<file path="src/rtl/icache_loader.sv">
// icache_loader: boot/refill controller for the instruction cache.
// Copies DEPTH words from backing memory into the icache after reset and on
// every flush, holding the fetch unit in reset until the image is complete.
// In RUN the fetch unit's next-PC index is passed straight to the cache, and
// single-cycle debug writes are granted.
module icache_loader #(
  parameter int                ADDR_W    = 8,
  parameter int                DATA_W    = 32,
  parameter int                MEM_AW    = 64,
  parameter logic [MEM_AW-1:0] BASE_ADDR = {MEM_AW{1'b0}}
) (
  input  logic              clock,
  input  logic              reset,
  input  logic              start_flush,
  input  logic [ADDR_W-1:0] fetch_addr,
  output logic              mem_req,
  output logic [MEM_AW-1:0] mem_addr,
  input  logic              mem_ack,
  input  logic [DATA_W-1:0] mem_rdata,
  input  logic              dbg_valid,
  input  logic [ADDR_W-1:0] dbg_addr,
  input  logic [DATA_W-1:0] dbg_data,
  output logic              dbg_ready,
  output logic              ic_wren,
  output logic [ADDR_W-1:0] ic_address,
  output logic [DATA_W-1:0] ic_data,
  output logic              fetch_reset,
  output logic              busy,
  output logic [ADDR_W:0]   load_count
);

  typedef enum logic [2:0] {
    INIT  = 3'd0,
    REQ   = 3'd1,
    WRITE = 3'd2,
    RUN   = 3'd3,
    DBG   = 3'd4
  } state_t;

  // Load counter saturates at the full image size.
  localparam logic [ADDR_W:0]   FULL_COUNT = {1'b1, {ADDR_W{1'b0}}};
  localparam logic [ADDR_W-1:0] LAST_IDX   = {ADDR_W{1'b1}};

  state_t              state;
  logic [ADDR_W-1:0]   idx;
  logic [ADDR_W-1:0]   idx_inc;
  logic [DATA_W-1:0]   wdata;
  logic                dbg_take;

  // Byte address of icache word i; the index is zero-extended to MEM_AW and
  // the sum wraps modulo 2^MEM_AW.
  function automatic logic [MEM_AW-1:0] word_addr(input logic [ADDR_W-1:0] i);
    logic [MEM_AW-1:0] offset;
    offset = {MEM_AW{1'b0}};
    offset[ADDR_W+1:0] = {i, 2'b00};
    return BASE_ADDR + offset;
  endfunction

  assign idx_inc = idx + 1'b1;

  // A debug write is only granted in RUN, and a flush in the same cycle wins.
  assign dbg_ready = (state == RUN) && !start_flush;
  assign dbg_take  = dbg_ready && dbg_valid;

  // Load sequencer: owns the memory request, the word index and the counter.
  always_ff @(posedge clock or negedge reset) begin
    if (!reset) begin
      state      <= INIT;
      idx        <= {ADDR_W{1'b0}};
      wdata      <= {DATA_W{1'b0}};
      load_count <= {(ADDR_W+1){1'b0}};
      mem_req    <= 1'b0;
      mem_addr   <= BASE_ADDR;
    end else begin
      case (state)
        INIT: begin
          // One idle cycle after reset, then ask for word 0.
          mem_req  <= 1'b1;
          mem_addr <= word_addr(idx);
          state    <= REQ;
        end
        REQ: begin
          // Request and address stay put until memory answers.
          if (mem_ack) begin
            wdata   <= mem_rdata;
            mem_req <= 1'b0;
            state   <= WRITE;
          end
        end
        WRITE: begin
          if (load_count != FULL_COUNT) begin
            load_count <= load_count + 1'b1;
          end
          if (idx == LAST_IDX) begin
            state <= RUN;
          end else begin
            idx      <= idx_inc;
            mem_req  <= 1'b1;
            mem_addr <= word_addr(idx_inc);
            state    <= REQ;
          end
        end
        RUN: begin
          if (start_flush) begin
            idx        <= {ADDR_W{1'b0}};
            load_count <= {(ADDR_W+1){1'b0}};
            mem_req    <= 1'b1;
            mem_addr   <= word_addr({ADDR_W{1'b0}});
            state      <= REQ;
          end else if (dbg_valid) begin
            // dbg_ready is high here, so the write was taken this cycle.
            state <= DBG;
          end
        end
        DBG: begin
          // Fetch sat in reset for this cycle and restarts from pc 0.
          state <= RUN;
        end
        default: begin
          state <= INIT;
        end
      endcase
    end
  end

  // Cache port mux and fetch/busy flags; in RUN the fetch index and any
  // accepted debug write reach the cache with no added latency.
  always_comb begin
    ic_wren     = 1'b0;
    ic_address  = idx;
    ic_data     = wdata;
    fetch_reset = 1'b1;
    busy        = 1'b1;
    case (state)
      WRITE: begin
        ic_wren = 1'b1;
      end
      RUN: begin
        busy        = 1'b0;
        fetch_reset = dbg_take;
        if (dbg_take) begin
          ic_wren    = 1'b1;
          ic_address = dbg_addr;
          ic_data    = dbg_data;
        end else begin
          ic_address = fetch_addr;
        end
      end
      DBG: begin
        busy       = 1'b0;
        ic_address = fetch_addr;
      end
      default: begin
      end
    endcase
  end

endmodule

</file>
<file path="config.mk">
export PLATFORM = sky130hd
export DESIGN_NAME = icache_loader
export DESIGN_NICKNAME = d
export VERILOG_FILES = /design/src/rtl/icache_loader.sv
export SDC_FILE = /design/constraint.sdc
export NUM_CORES = 1
export LEC_CHECK = 0
export ABC_AREA = 0
export ABC_CLOCK_PERIOD_IN_PS = 2600
export CAP_MARGIN = 20
export CORE_UTILIZATION = 40
export CTS_CLUSTER_SIZE = 8
export DETAILED_ROUTE_END_ITERATION = 7
export PLACE_DENSITY_LB_ADDON = 0.3
export SLEW_MARGIN = 25
export SYNTH_ARGS = -nofsm -noshare
export SYNTH_HDL_FRONTEND = slang
export SYNTH_SLANG_ARGS = --single-unit
</file>
<file path="constraint.sdc">
create_clock -name clock -period 2.6 [get_ports clock]
set_clock_uncertainty 0.2 [all_clocks]
set_input_delay 0.39 -clock clock [delete_from_list [all_inputs] [get_ports clock]]
set_output_delay 0.39 -clock clock [all_outputs]
set_load 0.03 [all_outputs]
</file>
==> out/qor.yml <==
worstSetupStartpointType: "flip-flop"
hold_viol: 0
period_needed_ns: 2.59
grt_first_pass_wirelength_um: 15900
timing.critical_path.buf_inv: 2
worstPathArrival_ns: 2.00
synth_edf_count: 0
rows: 35
setup_viol: 0
die_y_um: 100
cts_root_buf: "clkbuf_8"
numPortBuffers: 146
p_leak_uw: 0.00240
die_x_um: 100
grt_usage_pct: 20.5
drv_cap: 0
diodes: 0
slowest_stage: "dfrtp_1"
syn_avg_cell_area_um2: 10.6
ir_drop_mv: 0.627
syn_to_final_growth_pct: 40.5
n_fill_cell: 833
yosysUniqueCellTypes: 55
crit_path_end_kind: "output port"
postRouteAntennaNets: 0
critical_path_required_ns: 2.01
numCtsBuffers: 9
critical_path.top_delay_family: "buffers and inverters"
grt_pass1_vias: 3219
floorplan.initialDensity_pct: 41.5
hold_path.class: "in2reg"
syn_inst: 365
clk_path_buf_depth: 2
cts_num_sinks: 61
place_congestion: 0.835
synth_seq_area_share_pct: 39.4
rsz0062_at_grt: "true"
nNetsFinal: 612
gr-total-overflow: 0
path_max_fanout: 17
ys_warn_count: 0
clock_latency_ns: 0.33
crit_chain: "nor2b_2 > nand2_2 > nor2_4 > buf_12 > mux2_2 > clkdlybuf4s15_2"
ys_seq_elements: 61
path_clk_slew_ns: 0.07
place_area_um2: 5340
pre_cts_ws_ns: -0.413
slew_viol_final: 0
die_area_um2: 10100
worstMarginPinSlew_ns: 0.959
avgRoutedWirePerCell_um: 14.9
synth.cell_area_um2: 3870
vias_per_cell: 4.88
async_reset_ff_share_pct: 100
finalCritPeriodShare_pct: 99.8
setup_ws_ns: 0.00507
core_um2: 9330
r2r_cells: 6
worstSetupPathType: "reg2out"
grt_max_degree: 33
drc: 0
max_freq_mhz: 385
holdPathStages: 3
slew_headroom_pct: 35.0
fin_area_um2: 5440
dpl.hpwl_um: 7320
design_power_total_uw: 5560
htreeDepth: 3
cp_num_cells: 6
status: "completed"
powerDensity_nw_per_um2: 1020
wirelength_um: 9800
antenna_found_initial: 0
vias: 3205
drt_pre_antenna_iters: 4
synth_flop_cell: "dfrtp_1"
drive_gt1_share_pct: 30.7
drt_iter0_drc: 97
cts_tree: "built"
max_stage_delay_ns: 0.42
ios: 203
[synthesized netlist by cell type (2+ instances only)]
| cell | instances | area (µm²) |
|---|---|---|
| mux2_2 | 69 | 777 |
| dfrtp_1 | 61 | 1530 |
| nor3b_1 | 2 | 15.0 |
| or3b_1 | 2 | 17.5 |
| a221o_1 | 11 | 110 |
| ha_1 | 3 | 37.5 |
| clkbuf_1 | 6 | 22.5 |
| nand2b_1 | 6 | 37.5 |
| buf_6 | 2 | 22.5 |
| nand3_1 | 7 | 35.0 |
| nor4_1 | 3 | 18.8 |
| nand2_1 | 19 | 71.3 |
| and3_1 | 4 | 25.0 |
| o21bai_1 | 2 | 15.0 |
| a31oi_1 | 2 | 12.5 |
| inv_1 | 10 | 37.5 |
| and4_1 | 2 | 17.5 |
| mux2i_1 | 5 | 50.1 |
| mux2_1 | 3 | 33.8 |
| buf_4 | 56 | 420 |
| o21a_1 | 2 | 15.0 |
| a21oi_1 | 10 | 50.1 |
| nor2b_1 | 10 | 62.6 |
| buf_2 | 12 | 60.1 |
| o311ai_1 | 2 | 17.5 |
| nor2_1 | 6 | 22.5 |
| o21ai_0 | 15 | 75.1 |
| o22ai_1 | 2 | 12.5 |
| nor3_1 | 2 | 10.0 |
| nand4_1 | 4 | 25.0 |
[layer usage]
layer,global-route usage (%),vias up,share of wire [%]
met1,24.5,1545,42
met2,36.6,139,52
met3,3.62,9,5.8
met5,0,-,0
met4,7.47,0,1.1
li1,-,1512,-
[metrics by stage]
| stage | util, % | hold WS [ns] | std cells | setup TNS [ns] |
|---|---|---|---|---|
| after global routing | 58.3 | 0.283 | 657 | -0.561 |
| after CTS | 58.5 | 0.294 | 658 | -0.0426 |
| after global placement | 57.3 | 0.188 | 638 | -13.75 |
| after detailed placement | 57.3 | 0.194 | 638 | -15.38 |
| after floorplan | - | -0.106 | 420 | 0 |
| final | 58.3 | 0.290 | 657 | 0 |
[logic make-up after synthesis]
kind of cell	count (synthesis)	share of synthesized area (%)
and+or+nand+nor	77	11.4
muxes	77	22.2
xor gates and xnor gates	1	0.226
other	1	0.0968
AOI/OAI and AO/OA	58	11.1
buffers and inverters	87	14.6
DFF	61	39.4
adders and majority gates	3	0.969
[worst register-to-register path: stages (launching register included)]
cell and delay, ns:
dfrtp_1 0.45, inv_1 0.08, ha_1 0.14, or4b_1 0.49
o311ai_4 0.52, nand2b_1 0.31, o21ai_0 0.13
[state kept, by name, summed over array words and instances (netlist names)]
register / flops
wdata: 32
load_count: 9
mem_addr: 8
state: 3
idx: 8
mem_req: 1
[where the power goes]
group	switching, µW	leakage, µW	total (µW)	internal (µW)
Combinational	1830	0.00154	3230	1410
Clock	348	0.0000926	766	419
Sequential	254	0.000766	1560	1300
[final cells by class]
type                       instances  area [µm²]  share of cell area [%]
clock inverter                     1        5.00                  0.0920
clock buffer                      14         173                    3.17
timing repair buffer             170        1530                    28.1
sequential                        61        1530                    28.1
inverter                          10        37.5                   0.690
multi-input combinational        272        2010                    36.9
tap                              129         161                    2.97
[timing repair]
item	CTS	global route
buffers inserted	3	0
endpoints found under the hold margin	20	0
gates cloned	1	0
hold buffers	1	0
resized for setup	187	10
pin swaps	1	0
endpoints found under the setup margin	40	28
[layout by cell type, fill, tap and decap left out, types with 7 or more instances in the layout]
cell type and count:
clkbuf_8 12, clkdlybuf4s15_2 8, conb_1 56, a21oi_1 10, mux2_2 69, buf_2 28, dfrtp_1 61, nand2_1 18
clkdlybuf4s50_1 99, buf_4 25, nand3_1 7, inv_1 10, nor2b_1 10, o21ai_0 15, a221o_1 11
[final timing paths]
path,start,end,slack [ns]
max,state[2]$_DFFE_PN0P_,ic_data[22],0.005
min,start_flush,load_count[4]$_DFFE_PN0P_,0.29
max reg2reg,load_count[1]$_DFFE_PN0P_,load_count[8]$_DFFE_PN0P_,0.16
min reg2reg,mem_addr[9]$_DFFE_PN0P_,mem_addr[9]$_DFFE_PN0P_,0.29
max in group asynchronous,reset,wdata[5]$_DFFE_PN0P_,1.08
min in group asynchronous,reset,load_count[8]$_DFFE_PN0P_,0.36
(Power assumes the default switching activity.)
